File: src/rtl/multicycle_controller_pkg.sv
`default_nettype none
// ============================================================================
// multicycle_controller_pkg: state, opcode, cmd, select and condition encodings
// Rev 1.0
// ============================================================================
package multicycle_controller_pkg;

    typedef enum logic [3:0] {
        S_FETCH    = 4'd0,
        S_DECODE   = 4'd1,
        S_MEMADR   = 4'd2,
        S_MEMREAD  = 4'd3,
        S_MEMWB    = 4'd4,
        S_MEMWRITE = 4'd5,
        S_EXECUTER = 4'd6,
        S_EXECUTEI = 4'd7,
        S_ALUWB    = 4'd8,
        S_BRANCH   = 4'd9
    } state_e;

    localparam logic [1:0] OP_DP  = 2'b00;
    localparam logic [1:0] OP_MEM = 2'b01;
    localparam logic [1:0] OP_BR  = 2'b10;

    localparam logic [3:0] CMD_AND = 4'b0000;
    localparam logic [3:0] CMD_SUB = 4'b0010;
    localparam logic [3:0] CMD_ADD = 4'b0100;
    localparam logic [3:0] CMD_CMP = 4'b1010;
    localparam logic [3:0] CMD_ORR = 4'b1100;

    localparam logic [1:0] ALU_ADD = 2'b00;
    localparam logic [1:0] ALU_SUB = 2'b01;
    localparam logic [1:0] ALU_AND = 2'b10;
    localparam logic [1:0] ALU_ORR = 2'b11;

    localparam logic [1:0] RES_ALUOUT    = 2'b00;
    localparam logic [1:0] RES_DATA      = 2'b01;
    localparam logic [1:0] RES_ALURESULT = 2'b10;

    localparam logic [1:0] SRCB_RD2  = 2'b00;
    localparam logic [1:0] SRCB_IMM  = 2'b01;
    localparam logic [1:0] SRCB_FOUR = 2'b10;

    localparam logic [3:0] COND_EQ = 4'b0000;
    localparam logic [3:0] COND_NE = 4'b0001;
    localparam logic [3:0] COND_CS = 4'b0010;
    localparam logic [3:0] COND_CC = 4'b0011;
    localparam logic [3:0] COND_MI = 4'b0100;
    localparam logic [3:0] COND_PL = 4'b0101;
    localparam logic [3:0] COND_VS = 4'b0110;
    localparam logic [3:0] COND_VC = 4'b0111;
    localparam logic [3:0] COND_HI = 4'b1000;
    localparam logic [3:0] COND_LS = 4'b1001;
    localparam logic [3:0] COND_GE = 4'b1010;
    localparam logic [3:0] COND_LT = 4'b1011;
    localparam logic [3:0] COND_GT = 4'b1100;
    localparam logic [3:0] COND_LE = 4'b1101;
    localparam logic [3:0] COND_AL = 4'b1110;

    // nzcv is {N,Z,C,V}; the 1111 code never executes.
    function automatic logic cond_check(input logic [3:0] cond, input logic [3:0] nzcv);
        logic n, z, c, v;
        n = nzcv[3];
        z = nzcv[2];
        c = nzcv[1];
        v = nzcv[0];
        case (cond)
            COND_EQ: cond_check = z;
            COND_NE: cond_check = ~z;
            COND_CS: cond_check = c;
            COND_CC: cond_check = ~c;
            COND_MI: cond_check = n;
            COND_PL: cond_check = ~n;
            COND_VS: cond_check = v;
            COND_VC: cond_check = ~v;
            COND_HI: cond_check = c & ~z;
            COND_LS: cond_check = ~c | z;
            COND_GE: cond_check = (n == v);
            COND_LT: cond_check = (n != v);
            COND_GT: cond_check = ~z & (n == v);
            COND_LE: cond_check = z | (n != v);
            COND_AL: cond_check = 1'b1;
            default: cond_check = 1'b0;
        endcase
    endfunction

endpackage

`default_nettype wire

File: src/rtl/mc_cond_unit.sv
`default_nettype none
// ============================================================================
// mc_cond_unit: NZCV flag register with split NZ/CV enables and CondEx evaluation
// Rev 1.0
// ============================================================================
module mc_cond_unit
    import multicycle_controller_pkg::*;
#(
    parameter logic [3:0] FLAG_RST = 4'b0000
) (
    input  logic       clk,
    input  logic       reset,
    input  logic [3:0] cond_i,
    input  logic [3:0] alu_flags_i,
    input  logic [1:0] flag_w_i,
    output logic       cond_ex_o
);

    logic [3:0] flags_q;

    // CondEx always looks at the stored flags, never the ones being written.
    assign cond_ex_o = cond_check(cond_i, flags_q);

    always_ff @(posedge clk) begin
        if (reset) begin
            flags_q <= FLAG_RST;
        end else begin
            if (flag_w_i[1] && cond_ex_o) flags_q[3:2] <= alu_flags_i[3:2];
            if (flag_w_i[0] && cond_ex_o) flags_q[1:0] <= alu_flags_i[1:0];
        end
    end

endmodule

`default_nettype wire

File: src/rtl/multicycle_controller.sv
`default_nettype none
// ============================================================================
// multicycle_controller: FSM sequencer and decode for the multicycle ARM-subset datapath
// Rev 1.0
// ============================================================================
module multicycle_controller
    import multicycle_controller_pkg::*;
#(
    parameter logic [3:0] FLAG_RST = 4'b0000
) (
    input  logic       clk,
    input  logic       reset,
    input  logic [3:0] Cond,
    input  logic [1:0] Op,
    input  logic [5:0] Funct,
    input  logic [3:0] Rd,
    input  logic [3:0] ALUFlags,
    output logic       PCWrite,
    output logic       AdrSrc,
    output logic       MemWrite,
    output logic       IRWrite,
    output logic       RegWrite,
    output logic       ALUSrcA,
    output logic [1:0] ALUSrcB,
    output logic [1:0] ResultSrc,
    output logic [1:0] ImmSrc,
    output logic [1:0] RegSrc,
    output logic [1:0] ALUControl,
    output logic [3:0] state_dbg
);

    state_e     state_q, state_d;
    logic       next_pc, branch, reg_w, mem_w, ir_w, is_exec;
    logic [1:0] cmd_alu, flag_w;
    logic       no_write, cond_ex, rd_pc;

    always_ff @(posedge clk) begin
        if (reset) state_q <= S_FETCH;
        else       state_q <= state_d;
    end

    // cmd decode; unknown commands act as a non-writing, non-flagging ADD.
    always_comb begin
        cmd_alu  = ALU_ADD;
        no_write = 1'b0;
        flag_w   = 2'b00;
        case (Funct[4:1])
            CMD_ADD: flag_w = {Funct[0], Funct[0]};
            CMD_SUB: begin cmd_alu = ALU_SUB; flag_w = {Funct[0], Funct[0]}; end
            CMD_AND: begin cmd_alu = ALU_AND; flag_w = {Funct[0], 1'b0}; end
            CMD_ORR: begin cmd_alu = ALU_ORR; flag_w = {Funct[0], 1'b0}; end
            CMD_CMP: begin cmd_alu = ALU_SUB; flag_w = {Funct[0], Funct[0]}; no_write = 1'b1; end
            default: no_write = 1'b1;
        endcase
        // Memory instructions reuse these bits as P/U/B/W, so NoWrite only means something for data-processing.
        if (Op != OP_DP) no_write = 1'b0;
    end

    always_comb begin
        state_d    = S_FETCH;
        next_pc    = 1'b0;
        branch     = 1'b0;
        reg_w      = 1'b0;
        mem_w      = 1'b0;
        ir_w       = 1'b0;
        is_exec    = 1'b0;
        AdrSrc     = 1'b0;
        ALUSrcA    = 1'b0;
        ALUSrcB    = SRCB_RD2;
        ResultSrc  = RES_ALUOUT;
        ALUControl = ALU_ADD;
        case (state_q)
            S_FETCH: begin
                ir_w      = 1'b1;
                next_pc   = 1'b1;
                ALUSrcA   = 1'b1;
                ALUSrcB   = SRCB_FOUR;
                ResultSrc = RES_ALURESULT;
                state_d   = S_DECODE;
            end
            S_DECODE: begin
                ALUSrcA   = 1'b1;
                ALUSrcB   = SRCB_FOUR;
                ResultSrc = RES_ALURESULT;
                case (Op)
                    OP_MEM:  state_d = S_MEMADR;
                    OP_DP:   state_d = Funct[5] ? S_EXECUTEI : S_EXECUTER;
                    OP_BR:   state_d = S_BRANCH;
                    default: state_d = S_FETCH;
                endcase
            end
            S_MEMADR: begin
                ALUSrcB = SRCB_IMM;
                state_d = Funct[0] ? S_MEMREAD : S_MEMWRITE;
            end
            S_MEMREAD: begin
                AdrSrc  = 1'b1;
                state_d = S_MEMWB;
            end
            S_MEMWB: begin
                ResultSrc = RES_DATA;
                reg_w     = 1'b1;
            end
            S_MEMWRITE: begin
                AdrSrc = 1'b1;
                mem_w  = 1'b1;
            end
            S_EXECUTER: begin
                ALUControl = cmd_alu;
                is_exec    = 1'b1;
                state_d    = S_ALUWB;
            end
            S_EXECUTEI: begin
                ALUSrcB    = SRCB_IMM;
                ALUControl = cmd_alu;
                is_exec    = 1'b1;
                state_d    = S_ALUWB;
            end
            S_ALUWB: begin
                reg_w = 1'b1;
            end
            S_BRANCH: begin
                ALUSrcB   = SRCB_IMM;
                ResultSrc = RES_ALURESULT;
                branch    = 1'b1;
            end
            default: state_d = S_FETCH;
        endcase
    end

    mc_cond_unit #(
        .FLAG_RST (FLAG_RST)
    ) u_cond (
        .clk         (clk),
        .reset       (reset),
        .cond_i      (Cond),
        .alu_flags_i (ALUFlags),
        .flag_w_i    (is_exec ? flag_w : 2'b00),
        .cond_ex_o   (cond_ex)
    );

    assign rd_pc     = (Rd == 4'd15);
    assign IRWrite   = ~reset & ir_w;
    assign MemWrite  = ~reset & mem_w & cond_ex;
    assign RegWrite  = ~reset & reg_w & cond_ex & ~no_write & ~rd_pc;
    assign PCWrite   = ~reset & (next_pc | (cond_ex & (branch | (reg_w & ~no_write & rd_pc))));
    assign ImmSrc    = Op;
    assign RegSrc    = {Op == OP_MEM, Op == OP_BR};
    assign state_dbg = state_q;

endmodule

`default_nettype wire

File: config.mk
export PLATFORM = sky130hd
export DESIGN_NAME = multicycle_controller
export DESIGN_NICKNAME = d
export VERILOG_FILES = /design/src/rtl/multicycle_controller_pkg.sv /design/src/rtl/mc_cond_unit.sv /design/src/rtl/multicycle_controller.sv
export SDC_FILE = /design/constraint.sdc
export NUM_CORES = 1
export LEC_CHECK = 0
export ABC_AREA = 1
export CAP_MARGIN = 20
export CELL_PAD_IN_SITES_DETAIL_PLACEMENT = 1
export CELL_PAD_IN_SITES_GLOBAL_PLACEMENT = 2
export CORE_MARGIN = 1.5
export CORE_UTILIZATION = 20
export DETAILED_ROUTE_END_ITERATION = 16
export GPL_ROUTABILITY_DRIVEN = 0
export PLACE_DENSITY_LB_ADDON = 0.1
export SYNTH_ARGS = -nofsm -noshare
export SYNTH_HDL_FRONTEND = slang
export SYNTH_HIERARCHICAL = 1
export SYNTH_SLANG_ARGS = --single-unit
File: constraint.sdc
create_clock -name clk -period 2.1 [get_ports clk]
set_input_delay 0.42 -clock clk [delete_from_list [all_inputs] [get_ports clk]]
set_output_delay 0.42 -clock clk [all_outputs]
set_load 0.05 [all_outputs]
* Word-level counts from Yosys, hierarchy flattened
Cells that the tools add are included.
** Cells by class
- Multiplexer cells :: 20
- Bitwise gates (word level) :: 24
- Equal/unequal tests :: 32
- Reductions and logical operators :: 17
** Operator list (count)
- $eq 4x4->1 const B :: 12
- $eq 4x3->1 const B :: 9
- $eq 4x2->1 const B :: 5
- $pmux 4 s5 :: 1
- $pmux 1 s15 :: 1
- $and 1x1->1 :: 13
- $logic_not 4->1 :: 3
- $pmux 2 s2 :: 3
- $pmux 4 s3 :: 1
- $reduce_or 2->1 :: 6
- $mux 1 :: 10
- $reduce_or 3->1 :: 3
- $eq 4x1->1 const B :: 2
- $not 1->1 :: 7
- $pmux 2 s3 :: 1
- $mux 2 :: 2
- $or 1x1->1 :: 4
- $reduce_or 4->1 :: 1
- $mux 3 :: 1
- $eq 2x1->1 const B :: 1
- $eq 2x2->1 const B :: 1
- $logic_and 1x1->1 :: 2
- $logic_not 2->1 :: 1
- $reduce_bool 2->1 :: 1
- 2 further kinds :: 2
** Storage, ports and cells
- Bits of input ports :: 22
- Register bits :: 8
- Output and inout bits :: 20

* Depth between registers and ports, before layout
- Depth in word-level cells :: 11
- Mapped depth :: 13

* Hierarchy
The synthesis kept the hierarchy.
** Modules (own cells, without submodules)
- multicycle_controller :: cells an instance 86, area each 444.2 µm², instances 1
- mc_cond_unit :: cells an instance 75, area each 417.9 µm², instances 1

* Least setup slack after synthesis
Ideal clock, no wire load.
- Path type :: register to output
- Start :: register state_q[2] (netlist: state_dbg[2])
- End :: output ALUSrcB[0]
- Setup slack :: -1.057 ns
- Cell stages (with the launch flop) :: 3
- Buffers on the path :: 0
- Arrival :: 2.737 ns
- Cell sequence :: dfxtp_1 -> nand2_1 -> o311ai_0
** On the way
- Cells in the longest elaborated chain, start to end :: 3
- Elaborated cells between the ends (all ways) :: 8
- Classes of those cells :: 4 x eq/ne; 1 x mux; 3 x reduce/logical
** Ends and longest elaborated chain
- start: declaration :: RTL line multicycle_controller.sv:32 : state_e state_q, state_d;
- start signal: assignment :: RTL line multicycle_controller.sv:39 : else state_q <= state_d;
- $eq 4x3->1, or another cell as far along :: RTL line multicycle_controller.sv:72 : case (state_q)
- $reduce_or 3->1 (no source line) or $reduce_or 2->1 (tied branches)
- $pmux 2 s2 * :: RTL line multicycle_controller.sv:72
- end: declaration :: RTL line multicycle_controller.sv:24 : output logic [1:0] ALUSrcB,
Every way passes the cells marked *; elsewhere a longest branch is shown, timed or not.

* Worst setup path in the final report
- Start :: input Cond[3]
- End :: output RegWrite
** On the way
- Cells in the longest elaborated chain, start to end :: 5
- Elaborated cells between the ends (all ways) :: 19
- Classes of those cells :: 14 x eq/ne; 1 x mux; 3 x bitwise; 1 x reduce/logical
** Ends and longest elaborated chain
- start: declaration :: RTL line multicycle_controller.sv:13 : input logic [3:0] Cond,
- $eq 4x4->1, or another cell as far along :: RTL line multicycle_controller_pkg.sv:67 : case (cond)
- $pmux 1 s15 * :: RTL line multicycle_controller_pkg.sv:67
- via cond_ex :: RTL line multicycle_controller.sv:35 : logic no_write, cond_ex, rd_pc;
- $and 1x1->1 * (3 in a row) :: RTL line multicycle_controller.sv:145 : assign RegWrite = ~reset & reg_w & cond_ex & ~no_write & ~rd_pc;
- end: declaration :: RTL line multicycle_controller.sv:22 : output logic RegWrite,
The timed path passes the listed nets; every way through them passes the cells marked *.

==> summary.md <==
| Metric | Value |
|---|---|
| CP arrival | roughly 1.6 ns |
| Synth Area in Compound Gates | 0.1306 |
| GR peak layer | met2 |
| CP Capture Point | RegWrite |
| Slew Viols, Final | 0 |
| Post-placement cell count | roughly 260 |
| DR vias | approximately 1200 |
| Commonest non-fill, non-tap cell in the layout | nand2_1 |
| Max VDD drop | 0.3926 mV |
| Worst path max stage delay | ~0.22 ns |
| HP Class | flop to flop |
| Worst-Margin Slew | roughly 0.5 ns |
| Inserted Clock Buffers | 3 |
| CP endpoint kind | output pin |
| R2r startpoint | u_cond/flags_q[0]$_SDFFE_PP0P_ |
| Fraction of synthesized area in multiplexers | 0 |
| Core Region | approximately 4100 sq um |
| Setup Skew | 0.005067 ns |
| Largest family of logic cells by synthesized area | simple AND/OR/NAND/NOR gates |
| Max Fclk | approximately 0.49 GHz |
| Crit path max-delay family | simple AND/OR/NAND/NOR gates |
| Htree depth | 1 |
| Synth Area in XOR/XNOR | 0 |
| Sequential share of the synthesized area | 0.1858 |
| CP cell instances | buf_2 > inv_2 > nor2_4 > nand3_1 > nand2_1 > nand2_1 > nand2_2 > nor2_4 > nand2_4 > nand2_4 > nor3_4 > buf_12 |
| HPWL Detailed | between 2 and 3 mm |
| Post-layout net count | 241 |
| Share of cells above drive strength 1 | 0.3917 |
| Syn-to-layout area delta | 91.44% |
| Final Hold Vio Count | 0 |
| Routed Antenna Nets | 0 |
| Finished Layout Cells | between 200 and 300 |
| Crit path buf inv count | 3 |
| Ys Warns | 6 |
| Worst EP required | roughly 1.7 ns |
| Ant. Diodes | 0 |
| Ports | between 40 and 50 |
| Syn avg cell area | roughly 5.4 sq um |
| CTS max path bufs | 2 |
| Die width | roughly 69 um |
| M3 GR Usage | 0.04708 |
| Vias in the first global route | ~1300 |
| GR Util All Layers | 0.1634 |
| Clk root buf | clkbuf_8 |
| Final wirelength | around 3.4 mm |
| Met2 track demand over resource | 0.2993 |
| Mapped Area | 862.1 sq um |
| Syn nets | 183 |
| CP Launch Type | input pin |
| Worst reg2reg path endpoint | u_cond/flags_q[0]$_SDFFE_PP0P_ |
| Largest net degree at the start of global routing | 9 |
| CTS clock-pin slew for the worst setup and hold paths | about 0.04 ns |
| Slew HR | 0.6601 |
| Synth Instances | 161 |
| Post-Synth Adder-Cell Area | 0 |
| Crit path from | Cond[3] |
| CP max-delay cell | nor3_4 |
| Row cnt | 23 |
| Post-synthesis simple-gate area fraction | 0.5269 |
| Period minus WS final | ~2.0 ns |
| Yosys reg bits | 8 |
| Final Cycle Share | 0.9668 |
| Outcome | finished, final reports clean |
| CTS tree | built |
| First-pass GRT wire length | 5.720 mm |
| Die H | about 69 um |
| Leakage | roughly 0.00077 uW |
| R2R cell count | 13 |
| Reg2reg setup slack | approximately 0.56 ns |
| PortBufs | 41 |
| CP Depth | 12 |
| Setup_tns | 0 ns |
| Synth unique cells | 21 |
| Hold_buf cts | 0 |
| Final Setup Violations | 0 |
| CP max FO | 4 |
| Vias per cell | ~4.5 |
| Critical path class | input pin to output pin |
| WL/cell | about 13 um |
| Pwr Density | around 480 nW/um^2 |
| GRT overflow | 0 |
| Max Cap Viol | 0 |
| Met1 Track Usage GR | 0.1800 |
| Initial antenna violation count | 0 |
| Worst-Skew Late Latency | around 0.24 ns |
| Commonest non-fill, non-tap cells in the layout | nand2_1 (34), inv_1 (20), nor2_1 (19), nand3_1 (18), buf_4 (18) |
| CTS sink cnt | 8 |
| Initial core utilization | 0.2125 |
| DRT iter0 DRCs | 48 |
| Die area | between 4000 and 5000 sq um |
| DRC viols | 0 |
| Drt first pass iters | 2 |
| Total Power | 789.9 uW |
[cell type report]
class	instances	area, sq um
flip-flops and latches	8	167.7
well taps	50	62.56
clock buffers	3	41.29
inverters	32	122.6
repair buffers	55	608.1
multi-input cells	119	648.1
fillers	515	2407
[cells in the mapped netlist]
cell type / count / area share
a21oi_1: 10 / 0.058
a21oi_2: 2 / 0.020
a21oi_4: 1 / 0.019
buf_4: 2 / 0.017
clkinv_1: 1 / 0.0043
dfxtp_1: 8 / 0.19
inv_1: 28 / 0.12
inv_2: 3 / 0.013
nand2_1: 41 / 0.18
nand2_2: 7 / 0.051
nand2_4: 1 / 0.013
nand3_1: 18 / 0.10
nand3b_1: 1 / 0.0087
nor2_1: 26 / 0.11
nor2_2: 3 / 0.022
nor2_4: 1 / 0.013
nor3_1: 4 / 0.023
o21ai_0: 1 / 0.0058
o21ai_2: 1 / 0.010
o22ai_1: 1 / 0.0073
o311ai_0: 1 / 0.010
[stage by stage]
stage	util	area [sq um]	setup WS, ns	hold WS, ns
after floorplan	-	889.6	-0.008600	0.4743
after global placement	0.3821	1550	-0.4334	0.5200
after detailed placement	0.3821	1550	-0.4959	0.5338
after CTS	0.3987	1618	0.02581	0.5234
after global routing	0.4067	1650	-0.001186	0.5619
final	0.4067	1650	0.06965	0.5213
[power by group]
part           internal [uW]  switching (uW)
registers                157            10.6
logic                    174             256
clock network            125            67.9
total                    456             334
[routing by layer]
layer,vias to the layer above,wire (um)
li1,610,-
met2,22,1808
met4,0,52
met3,6,143
met1,563,1415
met5,-,0
[state kept, by name (all words and copies together), names as in the netlist]
register        count
u_cond/flags_q      4
state_dbg           4
[worst register-to-register path, cell delays in order (launching register included)]
cell     delay [ns]
dfxtp_4        0.37
inv_4          0.04
nand2_2        0.06
nand2_2        0.07
nand2_2        0.09
nand2_2        0.05
nand2_2        0.05
nand2_2        0.06
nor2_4         0.12
nand2_4        0.06
buf_4          0.12
buf_4          0.15
a21oi_1        0.13
nor2_1         0.06
[how the worst min path moves through the flow]
stage	startpoint	endpoint	slack (ns)	depth (start not counted)
after floorplan	u_cond/flags_q[1]$_SDFFE_PP0P_	u_cond/flags_q[1]$_SDFFE_PP0P_	0.47	2
after global placement	u_cond/flags_q[1]$_SDFFE_PP0P_	u_cond/flags_q[1]$_SDFFE_PP0P_	0.52	2
after detailed placement	u_cond/flags_q[1]$_SDFFE_PP0P_	u_cond/flags_q[1]$_SDFFE_PP0P_	0.53	2
after CTS	u_cond/flags_q[0]$_SDFFE_PP0P_	u_cond/flags_q[0]$_SDFFE_PP0P_	0.52	2
after global routing	u_cond/flags_q[3]$_SDFFE_PP0P_	u_cond/flags_q[3]$_SDFFE_PP0P_	0.56	2
final	u_cond/flags_q[3]$_SDFFE_PP0P_	u_cond/flags_q[3]$_SDFFE_PP0P_	0.52	2
[cell families after synthesis]
kind of cell           after synthesis
AND/OR/NAND/NOR                    102
AO/OA/AOI/OAI                       17
flip-flops                           8
buffers and inverters               34
[repair_timing]
| item | in CTS | in global routing |
|---|---|---|
| setup buffers | 1 | 2 |
| endpoints found under the setup margin | 3 | 2 |
| pin swaps | 8 | 8 |
| resized for setup | 41 | 11 |
(Power assumes the default switching activity.)
